$ cat src/rtl/gcbp_subimage_write_ctrl.sv
`default_nettype none
// ============================================================================
//  Module   : gcbp_subimage_write_ctrl
//  Purpose  : Takes the raster pixel stream from video capture, tracks each
//             pixel's frame position and tiles the frame into a
//             GRID_X x GRID_Y array of subimages (one BRAM each). For every
//             accepted pixel it issues a registered one-hot BRAM write
//             enable, the local BRAM address and the pixel data.
//  Ports    : clk, rst_n (synchronous, active-low)
//             pix_valid / pix_sof / pix_data  : input pixel stream
//             bram_wea  : one-hot write enable, bit n = BRAM n
//             bram_addr : local write address shared by all BRAMs
//             bram_din  : write data shared by all BRAMs
//             frame_done: pulse with the last pixel's write
//             sync_err  : pulse when SOF restarts a partly written frame
//             busy      : high while a frame is in progress
//  Options  : GCBP_PINGPONG_EN - bram_addr MSB becomes a bank bit that
//             toggles after every completed frame.
//  Revision : 1.0 - initial release
// ============================================================================
module gcbp_subimage_write_ctrl #(
  parameter int GRID_X = 4,
  parameter int GRID_Y = 4,
  parameter int SUB_W  = 160,
  parameter int SUB_H  = 120,
  parameter int DATA_W = 8,
  parameter int ADDR_W = 15
) (
  input  logic                     clk,
  input  logic                     rst_n,
  input  logic                     pix_valid,
  input  logic                     pix_sof,
  input  logic [DATA_W-1:0]        pix_data,
  output logic [GRID_X*GRID_Y-1:0] bram_wea,
  output logic [ADDR_W-1:0]        bram_addr,
  output logic [DATA_W-1:0]        bram_din,
  output logic                     frame_done,
  output logic                     sync_err,
  output logic                     busy
);

  localparam int c_N     = GRID_X * GRID_Y;
  localparam int c_X_W   = $clog2(SUB_W);
  localparam int c_Y_W   = $clog2(SUB_H);
  localparam int c_HX_W  = (GRID_X > 1) ? $clog2(GRID_X) : 1;
  localparam int c_VY_W  = (GRID_Y > 1) ? $clog2(GRID_Y) : 1;
  localparam int c_IDX_W = (c_N > 1) ? $clog2(c_N) : 1;
  localparam int c_LOC_W = $clog2(SUB_W * SUB_H);

  typedef enum logic [0:0] {
    S_WAIT_SOF = 1'b0,
    S_ACTIVE   = 1'b1
  } state_t;

  state_t r_state, w_state_nxt;

  logic [c_X_W-1:0]   r_sub_x,     w_sub_x_nxt;
  logic [c_HX_W-1:0]  r_hori,      w_hori_nxt;
  logic [c_Y_W-1:0]   r_sub_y,     w_sub_y_nxt;
  logic [c_VY_W-1:0]  r_vert,      w_vert_nxt;
  // Running products sub_y*SUB_W and vert_cnt*GRID_X, kept incrementally so
  // the per-pixel path only needs adders.
  logic [c_LOC_W-1:0] r_row_base,  w_row_base_nxt;
  logic [c_IDX_W-1:0] r_vert_base, w_vert_base_nxt;

  logic               w_accept, w_restart, w_sync_err, w_last;
  logic               w_end_x, w_end_h, w_end_y, w_end_v;
  logic [c_X_W-1:0]   w_px;
  logic [c_HX_W-1:0]  w_ph;
  logic [c_Y_W-1:0]   w_py;
  logic [c_VY_W-1:0]  w_pv;
  logic [c_LOC_W-1:0] w_prow_base, w_loc;
  logic [c_IDX_W-1:0] w_pvert_base, w_idx;
  logic [ADDR_W-1:0]  w_addr;

`ifdef GCBP_PINGPONG_EN
  logic r_bank;
`endif

  always_comb begin
    w_restart = pix_valid && pix_sof;
    w_accept  = pix_valid && (pix_sof || (r_state == S_ACTIVE));

    // An SOF pixel always lands at (0,0), whatever the counters hold.
    w_px         = w_restart ? '0 : r_sub_x;
    w_ph         = w_restart ? '0 : r_hori;
    w_py         = w_restart ? '0 : r_sub_y;
    w_pv         = w_restart ? '0 : r_vert;
    w_prow_base  = w_restart ? '0 : r_row_base;
    w_pvert_base = w_restart ? '0 : r_vert_base;

    w_sync_err = w_restart && (r_state == S_ACTIVE) &&
                 ((r_sub_x != '0) || (r_hori != '0) ||
                  (r_sub_y != '0) || (r_vert != '0));

    w_end_x = (w_px == c_X_W'(SUB_W - 1));
    w_end_h = (w_ph == c_HX_W'(GRID_X - 1));
    w_end_y = (w_py == c_Y_W'(SUB_H - 1));
    w_end_v = (w_pv == c_VY_W'(GRID_Y - 1));
    w_last  = w_end_x && w_end_h && w_end_y && w_end_v;

    w_loc = w_prow_base + c_LOC_W'(w_px);
    w_idx = w_pvert_base + c_IDX_W'(w_ph);

    w_addr = '0;
    w_addr[c_LOC_W-1:0] = w_loc;
`ifdef GCBP_PINGPONG_EN
    w_addr[ADDR_W-1] = r_bank;
`endif

    w_state_nxt     = r_state;
    w_sub_x_nxt     = r_sub_x;
    w_hori_nxt      = r_hori;
    w_sub_y_nxt     = r_sub_y;
    w_vert_nxt      = r_vert;
    w_row_base_nxt  = r_row_base;
    w_vert_base_nxt = r_vert_base;

    if (w_accept) begin
      // Advance from the position just written; the last pixel of the
      // frame wraps every counter back to zero on its own.
      w_state_nxt     = w_last ? S_WAIT_SOF : S_ACTIVE;
      w_sub_x_nxt     = w_end_x ? '0 : w_px + c_X_W'(1);
      w_hori_nxt      = w_ph;
      w_sub_y_nxt     = w_py;
      w_vert_nxt      = w_pv;
      w_row_base_nxt  = w_prow_base;
      w_vert_base_nxt = w_pvert_base;
      if (w_end_x) begin
        w_hori_nxt = w_end_h ? '0 : w_ph + c_HX_W'(1);
        if (w_end_h) begin
          w_sub_y_nxt    = w_end_y ? '0 : w_py + c_Y_W'(1);
          w_row_base_nxt = w_end_y ? '0 : w_prow_base + c_LOC_W'(SUB_W);
          if (w_end_y) begin
            w_vert_nxt      = w_end_v ? '0 : w_pv + c_VY_W'(1);
            w_vert_base_nxt = w_end_v ? '0 : w_pvert_base + c_IDX_W'(GRID_X);
          end
        end
      end
    end
  end

  always_ff @(posedge clk) begin
    if (!rst_n) begin
      r_state     <= S_WAIT_SOF;
      r_sub_x     <= '0;
      r_hori      <= '0;
      r_sub_y     <= '0;
      r_vert      <= '0;
      r_row_base  <= '0;
      r_vert_base <= '0;
      bram_wea    <= '0;
      bram_addr   <= '0;
      bram_din    <= '0;
      frame_done  <= 1'b0;
      sync_err    <= 1'b0;
    end else begin
      r_state     <= w_state_nxt;
      r_sub_x     <= w_sub_x_nxt;
      r_hori      <= w_hori_nxt;
      r_sub_y     <= w_sub_y_nxt;
      r_vert      <= w_vert_nxt;
      r_row_base  <= w_row_base_nxt;
      r_vert_base <= w_vert_base_nxt;
      bram_wea    <= w_accept ? (c_N'(1) << w_idx) : '0;
      bram_addr   <= w_accept ? w_addr : '0;
      bram_din    <= w_accept ? pix_data : '0;
      frame_done  <= w_accept && w_last;
      sync_err    <= w_sync_err;
    end
  end

`ifdef GCBP_PINGPONG_EN
  // The bank flips only on a completed frame, never on an SOF restart.
  always_ff @(posedge clk) begin
    if (!rst_n) begin
      r_bank <= 1'b0;
    end else if (w_accept && w_last) begin
      r_bank <= ~r_bank;
    end
  end
`endif

  assign busy = (r_state == S_ACTIVE);

endmodule
`default_nettype wire
$ cat config.mk
export PLATFORM = sky130hd
export DESIGN_NAME = gcbp_subimage_write_ctrl
export DESIGN_NICKNAME = d
export VERILOG_FILES = /design/src/rtl/gcbp_subimage_write_ctrl.sv
export SDC_FILE = /design/constraint.sdc
export NUM_CORES = 1
export LEC_CHECK = 0
export ABC_AREA = 0
export CORE_ASPECT_RATIO = 0.6
export CORE_UTILIZATION = 46
export DETAILED_ROUTE_END_ITERATION = 10
export GPL_TIMING_DRIVEN = 0
export MAX_ROUTING_LAYER = met4
export PLACE_DENSITY = 0.69
export SETUP_SLACK_MARGIN = 0.05
export SKIP_CTS_REPAIR_TIMING = 1
export SLEW_MARGIN = 20
export SYNTH_ARGS = -nofsm -noshare
export SYNTH_HDL_FRONTEND = slang
export SYNTH_SLANG_ARGS = --single-unit
export TNS_END_PERCENT = 50
$ cat constraint.sdc
create_clock -name clk -period 6.31 [get_ports clk]
set_input_delay 1.262 -clock clk [delete_from_list [all_inputs] [get_ports clk]]
set_output_delay 1.262 -clock clk [all_outputs]
set_load 0.1 [all_outputs]
==> impl_results.html, run 1 <==
<table>
<tr><th>Metric</th><th>Value</th></tr>
<tr><th colspan="2">Clock network</th></tr>
<tr><td>Number of H-tree branching levels</td><td>3</td></tr>
<tr><td>Clock insertion delay at the later pin of the skew report</td><td>about 340 ps</td></tr>
<tr><td>Worst-path clk slew</td><td>60 ps</td></tr>
<tr><td>CTS tree</td><td>done</td></tr>
<tr><td>CTS Root Cell</td><td>clkbuf_16</td></tr>
<tr><td>Clk sinks</td><td>80</td></tr>
<tr><td>Number of buffers added by the clock tree synthesis step</td><td>9</td></tr>
<tr><td>CTS Buffer Depth</td><td>2</td></tr>
<tr><th colspan="2">Synthesis</th></tr>
<tr><td>Number of library cell types mapped by synthesis</td><td>65</td></tr>
<tr><td>Synth warn</td><td>0</td></tr>
<tr><td>Fraction of registers with async set/reset</td><td>0%</td></tr>
<tr><td>Number of standard cells after synthesis</td><td>between 400 and 500</td></tr>
<tr><td>Mean cell area of the mapped netlist</td><td>between 8 and 9 sq um</td></tr>
<tr><td>Netlist area before placement</td><td>between 4000 and 5000 sq um</td></tr>
<tr><td>Most instantiated flip-flop cell in the synthesis netlist</td><td>dfxtp_1</td></tr>
<tr><td>Proportion of netlist area held by the largest area contributor</td><td>between 30% and 40%</td></tr>
<tr><td>Top cell type by total area after synthesis</td><td>dfxtp_1</td></tr>
<tr><td>EDFF count, synth</td><td>0</td></tr>
<tr><td>FF+latch count, synth</td><td>80</td></tr>
<tr><td>Top cells by area in the synthesized netlist</td><td>dfxtp_1, nand2_1, nor2_1</td></tr>
<tr><td>Sequential cell area fraction in the yosys report</td><td>39.23%</td></tr>
<tr><td>Post-synth net total</td><td>514</td></tr>
<tr><th colspan="2">Power and ir drop</th></tr>
<tr><td>Sequential share of power</td><td>47.5%</td></tr>
<tr><td>NetSw</td><td>0.2613 mW</td></tr>
<tr><td>Design internal power</td><td>slightly above 0.8 mW</td></tr>
<tr><td>Portion of total power attributed to combinational logic</td><td>approximately 7.6%</td></tr>
<tr><td>Clock power frac</td><td>between 40% and 50%</td></tr>
<tr><td>Worst ir drop on vdd</td><td>0.1439 mV</td></tr>
<tr><td>P_leak</td><td>approximately 2 nW</td></tr>
<tr><td>Total power divided by cell area</td><td>~210 nW/um^2</td></tr>
<tr><td>Switching Share</td><td>approximately 24%</td></tr>
<tr><th colspan="2">Critical path</th></tr>
<tr><td>Type of origin of the critical path</td><td>input port</td></tr>
<tr><td>Cells traversed along the worst timing path</td><td>clkdlybuf4s50_1 -&gt; buf_2 -&gt; nand2_1 -&gt; clkbuf_1 -&gt; clkbuf_1 -&gt; nand2_1 -&gt; inv_1 -&gt; ha_1 -&gt; and3_4 -&gt; nand4_4 -&gt; or4_4 -&gt; or4_1 -&gt; o21ai_1 -&gt; o2bb2ai_1</td></tr>
<tr><td>Crit path max-delay cell type</td><td>or4_4</td></tr>
<tr><td>Critical path buffers and inverters</td><td>5</td></tr>
<tr><td>Critical path arrival</td><td>roughly 5400 ps</td></tr>
<tr><td>Kind of cell adding the most delay to the critical path</td><td>simple AND/OR/NAND/NOR gates</td></tr>
<tr><td>Maximum cell stage delay along the critical path</td><td>roughly 600 ps</td></tr>
<tr><td>Maximum net fanout on the critical path</td><td>11</td></tr>
<tr><td>CP Class</td><td>in2reg</td></tr>
<tr><td>Category of the worst setup path capture point</td><td>flop</td></tr>
<tr><td>Req. time, crit path</td><td>around 6600 ps</td></tr>
<tr><th colspan="2">Place</th></tr>
<tr><td>Port Buffer Count</td><td>52</td></tr>
<tr><td>Final HPWL DP</td><td>8.761 mm</td></tr>
<tr><td>Area of placed instances</td><td>approximately 4700 sq um</td></tr>
<tr><td>Gp weighted congestion</td><td>0.9770</td></tr>
<tr><th colspan="2">Cells and area</th></tr>
<tr><td>Area Overhead vs Synth</td><td>22.92%</td></tr>
<tr><td>Final instance area</td><td>~5000 sq um</td></tr>
<tr><td>Proportion of layout cells with a drive suffix above 1</td><td>about 7.7%</td></tr>
<tr><td>Number of inserted filler cells in the final layout</td><td>800</td></tr>
<tr><td>Most frequent cells in the layout</td><td>dfxtp_1, clkdlybuf4s50_1, nand2_1, nor2_1, o21ai_0</td></tr>
<tr><td>Flip-flop and latch area</td><td>1602 sq um</td></tr>
<tr><td>Leading cell type in the layout, fill and taps excluded</td><td>dfxtp_1</td></tr>
<tr><td>Fin nets</td><td>between 500 and 600</td></tr>
<tr><td>Area of combinational cells with multiple inputs</td><td>approximately 2300 sq um</td></tr>
<tr><th colspan="2">Routing</th></tr>
<tr><td>Met2 wire len</td><td>roughly 4.9 mm</td></tr>
<tr><td>Drt via density</td><td>~5.8</td></tr>
<tr><td>Residual DRC count</td><td>0</td></tr>
<tr><td>Average wire length per cell after detail routing</td><td>17.88 microns</td></tr>
<tr><td>Met1 layer wirelength in the final routing</td><td>~5.9 mm</td></tr>
<tr><td>Total wire length after detailed routing</td><td>about 12 mm</td></tr>
<tr><td>Length of routed met3 wiring</td><td>roughly 1.0 mm</td></tr>
<tr><td>Vias after detailed routing</td><td>slightly below 4,000</td></tr>
<tr><td>Topmost layer with routed signal wires</td><td>met4</td></tr>
<tr><td>First drt pass iteration count</td><td>5</td></tr>
<tr><td>DRT iter0 DRCs</td><td>between 400 and 500</td></tr>
<tr><td>Remaining antenna violation count after routing</td><td>0</td></tr>
<tr><th colspan="2">Floorplanning</th></tr>
<tr><td>Width of the chip</td><td>123.6 microns</td></tr>
<tr><td>Placeable core region</td><td>between 8000 and 9000 sq um</td></tr>
<tr><td>Die area</td><td>9269 sq um</td></tr>
<tr><td>Die span in y</td><td>between 70 and 80 microns</td></tr>
<tr><td>Boundary Pins</td><td>54</td></tr>
<tr><td>Initial Util</td><td>between 40% and 50%</td></tr>
<tr><td>Rows</td><td>26</td></tr>
<tr><th colspan="2">Global routing</th></tr>
<tr><td>GR Overflow Total</td><td>0</td></tr>
<tr><td>Global routing usage summed across all routing layers</td><td>between 20% and 30%</td></tr>
<tr><td>Largest net degree at the start of global routing</td><td>13</td></tr>
<tr><td>Initial antenna violation count</td><td>0</td></tr>
<tr><td>Via count of the first global-routing pass</td><td>about 3,500</td></tr>
<tr><td>First-pass GRT wire length</td><td>18.79 mm</td></tr>
<tr><th colspan="2">Timing</th></tr>
<tr><td>Number of endpoints failing setup at the final stage</td><td>0</td></tr>
<tr><td>Unrepaired setup endpoints after global routing</td><td>no</td></tr>
<tr><td>Setup clock skew after layout</td><td>roughly 6.3 ps</td></tr>
<tr><td>Slew Limit Headroom</td><td>32.76%</td></tr>
<tr><td>Max Clk Rate</td><td>between 0.15 and 0.2 GHz</td></tr>
<tr><td>Max-slew violations</td><td>0</td></tr>
<tr><td>Final min period</td><td>about 5100 ps</td></tr>
<tr><td>Crit share post-route</td><td>around 81%</td></tr>
<tr><td>Pin slew with the least headroom to its limit</td><td>a little over 1000 ps</td></tr>
<tr><td>Sum of negative setup slack</td><td>0 ps</td></tr>
<tr><td>Hold violation total from the final report</td><td>0</td></tr>
<tr><td>Worst hold slack</td><td>~500 ps</td></tr>
<tr><th colspan="2">Min path</th></tr>
<tr><td>Class of the most critical hold timing path</td><td>reg2reg</td></tr>
<tr><th colspan="2">Job</th></tr>
<tr><td>Number of max-capacitance violations reported</td><td>0</td></tr>
<tr><th colspan="2">Run status</th></tr>
<tr><td>Outcome</td><td>completed</td></tr>
</table>
-- power by group through the flow --
stage                     Sequential, mW  Clock (mW)  Combinational [mW]
after floorplan                    0.540           0              0.0317
after global placement             0.522           0              0.0793
after detailed placement           0.522           0              0.0798
after CTS                          0.511       0.488              0.0803
after global routing               0.511       0.508              0.0862
final                              0.511       0.482              0.0817
-- kinds of logic after synthesis --
logic type                 count (synthesis)  share of synthesized area [%]
AOI/OAI and AO/OA                        106                          17.04
buffers and inverters                     37                          4.597
DFF                                       80                          39.23
adders and majority gates                 16                          4.903
and+or+nand+nor                          231                          30.06
muxes                                      3                         0.7355
xor gates and xnor gates                  16                          3.432
-- layout make-up --
cell class | instances | share of cell area (%)
inverters | 8 | 0.5984
clock buffers | 11 | 5.036
clock inverters | 4 | 0.3989
multi-input cells | 372 | 45.70
diodes | 1 | 0.04986
repair buffers | 52 | 10.37
well taps | 112 | 2.792
plain buffers | 29 | 3.141
flip-flops and latches | 80 | 31.91
-- metrics by stage --
| stage | power, mW | std cells | setup WS, ps | utilization (%) |
|---|---|---|---|---|
| after global placement | 0.6008 | 653 | 1028 | 55.44 |
| after detailed placement | 0.6017 | 653 | 1004 | 55.44 |
| after CTS | 1.079 | 668 | 1316 | 58.63 |
| after global routing | 1.106 | 668 | 1002 | 58.63 |
| after floorplan | 0.5720 | 489 | 2276 | - |
| final | 1.075 | 669 | 1221 | 58.66 |
-- sequential cells by signal, summed over array words and instances, names as in the netlist --
signal,count
r_sub_x,8
frame_done,1
r_vert_base,4
busy,1
r_sub_y,7
sync_err,1
bram_din,8
r_vert,2
bram_addr,15
r_hori,2
bram_wea,16
r_row_base,15
-- Yosys cell counts, types with 5 or more instances --
master,n
a21oi_1,13
o21a_1,5
nor2_1,48
nor3_1,12
nand3_1,25
and2_1,24
nand2_1,48
clkbuf_1,16
a21o_1,5
a21boi_0,11
xnor2_1,10
nor2b_1,5
nand4_1,7
dfxtp_1,80
and3_1,21
xor2_1,6
inv_1,8
ha_1,12
o21ai_0,34
o211ai_1,7
nor4_1,8
-- metal layers --
metal  GRT usage, %  up-vias
met4          9.103        0
li1               -     1863
met1          40.45     1877
met2          38.40      163
met5              -        -
met3          8.409       10
-- worst paths after layout --
kind | from | end | slack [ps] | cells after the start
max | pix_valid | r_row_base[12] | 1220 | 14
min | r_row_base[7] | r_row_base[7] | 500 | 2
max reg2reg | r_sub_x[1] | r_row_base[12] | 3550 | 9
min reg2reg | r_row_base[7] | r_row_base[7] | 500 | 2
-- worst reg2reg max path, delay by kind of cell, from the launching register on --
family / cells / cell delay (ps)
flops: 1 / 300
buf+inv: 1 / 340
fa+ha+maj: 1 / 190
compound gates: 2 / 240
simple gates: 5 / 1620
Note: power is estimated with default switching activity, not from simulation.
==> inputs of run 2 (changes only) <==
==> constraint.sdc (replaced) <==
create_clock -name clk -period 5 [get_ports clk]
set_input_delay 1 -clock clk [delete_from_list [all_inputs] [get_ports clk]]
set_output_delay 1 -clock clk [all_outputs]
set_load 0.1 [all_outputs]
==> run 2 against run 1 <==
Effect of this change:
- clock skew is 1.9 ps higher
- cell count unchanged
- worst setup slack lost 850 ps
- total power rose by 26%
- combinational power grew 27%
- count of clock-buffer cells in the layout stayed put
- first-iteration DRC count fell by 8.2%
- core utilization about the same
- clock power rose by 27%
==> impl_results.html, run 2 (synthesized netlist as in run 1, its figures left out) <==
<table>
<tr><th>Metric</th><th>Value</th></tr>
<tr><th colspan="2">Power and ir drop</th></tr>
<tr><td>P_leak</td><td>1.965 nW (+0.28%)</td></tr>
<tr><td>Overall Power</td><td>1.358 mW (+26%)</td></tr>
<tr><td>Total power divided by cell area</td><td>270.5 nW/um^2 (+26%)</td></tr>
<tr><td>Clock power frac</td><td>44.9% (about the same)</td></tr>
<tr><td>Switching Share</td><td>24.38% (+0.069 points)</td></tr>
<tr><td>Design internal power</td><td>1.027 mW (+26%)</td></tr>
<tr><td>Worst ir drop on vdd</td><td>0.1816 mV (+26%)</td></tr>
<tr><td>Portion of total power attributed to combinational logic</td><td>7.6% (about the same)</td></tr>
<tr><td>Sequential share of power</td><td>47.5% (about the same)</td></tr>
<tr><td>NetSw</td><td>0.3311 mW (+27%)</td></tr>
<tr><th colspan="2">Timing</th></tr>
<tr><td>Worst hold slack</td><td>498.8 ps (-5.680 ps)</td></tr>
<tr><td>Max-slew violations</td><td>0 (unchanged)</td></tr>
<tr><td>Hold violation total from the final report</td><td>0 (unchanged)</td></tr>
<tr><td>Pin slew with the least headroom to its limit</td><td>1006 ps (unchanged)</td></tr>
<tr><td>Number of endpoints failing setup at the final stage</td><td>0 (unchanged)</td></tr>
<tr><td>Crit share post-route</td><td>between 90% and 100%</td></tr>
<tr><td>Max Clk Rate</td><td>roughly 0.22 GHz</td></tr>
<tr><td>Unrepaired setup endpoints after global routing</td><td>no</td></tr>
<tr><td>Slew Limit Headroom</td><td>32.76% (unchanged)</td></tr>
<tr><td>Final min period</td><td>4633 ps</td></tr>
<tr><td>Setup clock skew after layout</td><td>8.161 ps (+1.868 ps)</td></tr>
<tr><th colspan="2">Critical path</th></tr>
<tr><td>Terminus of the critical flop-to-flop path</td><td>r_row_base[12]</td></tr>
<tr><td>Worst-case register-to-register setup slack</td><td>2240 ps (-1310 ps)</td></tr>
<tr><td>Maximum cell stage delay along the critical path</td><td>600 ps (about the same)</td></tr>
<tr><td>Kind of cell adding the most delay to the critical path</td><td>simple AND/OR/NAND/NOR gates</td></tr>
<tr><td>Critical path buffers and inverters</td><td>5 (unchanged)</td></tr>
<tr><td>Crit path max-delay cell type</td><td>or4_4</td></tr>
<tr><td>Maximum net fanout on the critical path</td><td>11 (unchanged)</td></tr>
<tr><td>CP Class</td><td>in2reg</td></tr>
<tr><td>Req. time, crit path</td><td>5270 ps (-1310 ps)</td></tr>
<tr><td>Cells traversed along the worst timing path</td><td>clkdlybuf4s50_1 -&gt; buf_2 -&gt; nand2_1 -&gt; clkbuf_1 -&gt; clkbuf_2 -&gt; nand2_1 -&gt; inv_1 -&gt; ha_1 -&gt; and3_4 -&gt; nand4_4 -&gt; or4_4 -&gt; or4_1 -&gt; o21ai_1 -&gt; o2bb2ai_1</td></tr>
<tr><td>Category of the worst setup path capture point</td><td>flop</td></tr>
<tr><td>Launch point of the worst reg-to-reg path</td><td>r_sub_x[1]</td></tr>
<tr><td>Critical path arrival</td><td>4900 ps (-460 ps)</td></tr>
<tr><td>Cell mode on critical path</td><td>nand2_1</td></tr>
<tr><td>Cell count of the worst reg-to-reg path</td><td>9 (unchanged)</td></tr>
<tr><td>Type of origin of the critical path</td><td>input port</td></tr>
<tr><th colspan="2">Min path</th></tr>
<tr><td>Source of the worst hold timing path</td><td>r_row_base[7]</td></tr>
<tr><td>Class of the most critical hold timing path</td><td>reg2reg</td></tr>
<tr><td>WHS Path Cells</td><td>2 (unchanged)</td></tr>
<tr><td>Terminating pin of the worst hold path</td><td>r_row_base[7]</td></tr>
<tr><th colspan="2">Global routing</th></tr>
<tr><td>GR Overflow Total</td><td>0 (unchanged)</td></tr>
<tr><td>Most utilized layer in the global route result</td><td>met1</td></tr>
<tr><td>Global-route track usage on met1</td><td>40.45% (unchanged)</td></tr>
<tr><td>Met2 Use GR</td><td>38.40% (unchanged)</td></tr>
<tr><td>Initial antenna violation count</td><td>0 (unchanged)</td></tr>
<tr><td>Via count of the first global-routing pass</td><td>3,506 (unchanged)</td></tr>
<tr><td>Global routing usage summed across all routing layers</td><td>28.62% (unchanged)</td></tr>
<tr><td>Largest net degree at the start of global routing</td><td>13 (unchanged)</td></tr>
<tr><td>Met3 layer usage reported by global route</td><td>8.409% (unchanged)</td></tr>
<tr><td>First-pass GRT wire length</td><td>18.79 mm (unchanged)</td></tr>
<tr><th colspan="2">Cells and area</th></tr>
<tr><td>Largest register FFs</td><td>16 (unchanged)</td></tr>
<tr><td>Most frequent cells in the layout</td><td>dfxtp_1, clkdlybuf4s50_1, nand2_1, nor2_1, o21ai_0</td></tr>
<tr><td>Reg with most FFs</td><td>bram_wea</td></tr>
<tr><td>Fin nets</td><td>577 (unchanged)</td></tr>
<tr><td>Proportion of layout cells with a drive suffix above 1</td><td>8.094% (+0.36 points)</td></tr>
<tr><td>Biggest regs</td><td>bram_wea: 16 flops, bram_addr: 15 flops, r_row_base: 15 flops</td></tr>
<tr><td>Area Overhead vs Synth</td><td>22.99% (about the same)</td></tr>
<tr><td>Leading cell type in the layout, fill and taps excluded</td><td>dfxtp_1</td></tr>
<tr><th colspan="2">Floorplanning</th></tr>
<tr><td>Placeable core region</td><td>8556 sq um (unchanged)</td></tr>
<tr><td>Rows</td><td>26 (unchanged)</td></tr>
<tr><td>Die area</td><td>9269 sq um (unchanged)</td></tr>
<tr><td>Die span in y</td><td>74.98 microns (unchanged)</td></tr>
<tr><td>Width of the chip</td><td>123.6 microns (unchanged)</td></tr>
<tr><td>Boundary Pins</td><td>54 (unchanged)</td></tr>
<tr><td>Initial Util</td><td>47.72% (unchanged)</td></tr>
<tr><th colspan="2">Clock network</th></tr>
<tr><td>Clock insertion delay at the later pin of the skew report</td><td>340 ps (about the same)</td></tr>
<tr><td>CTS Buffer Depth</td><td>2 (unchanged)</td></tr>
<tr><td>Number of buffers added by the clock tree synthesis step</td><td>9 (unchanged)</td></tr>
<tr><td>CTS Root Cell</td><td>clkbuf_16</td></tr>
<tr><td>Worst-path clk slew</td><td>60 ps (about the same)</td></tr>
<tr><td>CTS tree</td><td>done</td></tr>
<tr><td>Clk sinks</td><td>80 (unchanged)</td></tr>
<tr><td>Number of H-tree branching levels</td><td>3 (unchanged)</td></tr>
<tr><th colspan="2">Place</th></tr>
<tr><td>Final HPWL DP</td><td>8.761 mm (unchanged)</td></tr>
<tr><td>Gp weighted congestion</td><td>0.9770 (unchanged)</td></tr>
<tr><td>Port Buffer Count</td><td>52 (unchanged)</td></tr>
<tr><th colspan="2">Routing</th></tr>
<tr><td>Drt via density</td><td>5.876 (+0.46%)</td></tr>
<tr><td>Total wire length after detailed routing</td><td>11.98 mm (+0.10%)</td></tr>
<tr><td>First drt pass iteration count</td><td>5 (unchanged)</td></tr>
<tr><td>Remaining antenna violation count after routing</td><td>0 (unchanged)</td></tr>
<tr><td>Residual DRC count</td><td>0 (unchanged)</td></tr>
<tr><td>DRT iter0 DRCs</td><td>382 (-8.2%)</td></tr>
<tr><td>Average wire length per cell after detail routing</td><td>17.90 microns (+0.10%)</td></tr>
<tr><td>Vias after detailed routing</td><td>3,931 (+0.46%)</td></tr>
<tr><th colspan="2">Job</th></tr>
<tr><td>Number of max-capacitance violations reported</td><td>0 (unchanged)</td></tr>
<tr><th colspan="2">Run status</th></tr>
<tr><td>Outcome</td><td>completed</td></tr>
</table>
==> run 2: power by group through the flow <==
stage          combinational, mW  sequential [mW]  clock (mW)
3_5_place_dp               0.101            0.659           0
4_1_cts                    0.101            0.645       0.616
2_1_floorplan             0.0400            0.682           0
3_3_place_gp               0.100            0.658           0
6_report                   0.104            0.645       0.610
5_1_grt                    0.109            0.645       0.642
==> run 2: metrics by stage <==
stage          setup slack, ps  TNS (ps)  std cells  util [%]  cell area [sq um]
6_report                 367.0         0        669     58.69               5021
5_1_grt                  117.4         0        668     58.66               5019
4_1_cts                  268.2         0        668     58.63               5016
3_5_place_dp            -43.60    -43.60        653     55.44               4743
3_3_place_gp            -19.66    -19.66        653     55.44               4743
2_1_floorplan             1228         0        489         -               4083
==> run 2: how the worst max path moves through the flow <==
stage,to,from,cells past startpoint,slack [ps]
2_1_floorplan,r_row_base[12],pix_sof,13,1230
3_3_place_gp,r_row_base[12],pix_valid,14,-20
3_5_place_dp,r_row_base[12],pix_valid,14,-40
4_1_cts,r_row_base[12],pix_valid,14,270
5_1_grt,bram_addr[11],pix_valid,13,120
6_report,r_row_base[12],pix_valid,14,370
==> run 2: metal layers <==
| metal | share of wire (%) | routed length (microns) |
|---|---|---|
| met1 | 48 | 5723 |
| met2 | 41 | 4885 |
| met3 | 10 | 1227 |
| met4 | 1.2 | 138 |
| met5 | 0 | 0 |
==> run 2: layout make-up <==
| type | instances | area, sq um |
|---|---|---|
| sequential | 80 | 1602 |
| clock buffer | 11 | 252.7 |
| fill | 798 | 3535 |
| multi-input combinational | 372 | 2293 |
| inverter | 8 | 30.03 |
| antenna | 1 | 2.502 |
| clock inverter | 4 | 20.02 |
| timing repair buffer | 52 | 520.5 |
| buffer | 29 | 160.2 |
| tap | 112 | 140.1 |
==> run 2: worst reg2reg max path, cell delays in order (launching register included) <==
cell       delay [ps]
dfxtp_1           300
clkbuf_1          340
and2_1            200
ha_1              190
and3_4            230
nand4_4           180
or4_4             600
or4_1             410
o21ai_1           130
o2bb2ai_1         110
==> inputs of run 3 (changes only) <==
==> constraint.sdc (replaced) <==
create_clock -name clk -period 5 [get_ports clk]
set_input_delay 1 -clock clk [delete_from_list [all_inputs] [get_ports clk]]
set_output_delay 1 -clock clk [all_outputs]
set_load 0.005 [all_outputs]
==> results of run 3 <==
Same layout as run 2 (identical final DEF). Status: completed.
Main changes from that run: total power 1.358 mW -> 1.334 mW; worst IR drop on VDD 0.1816 mV -> 0.1800 mV
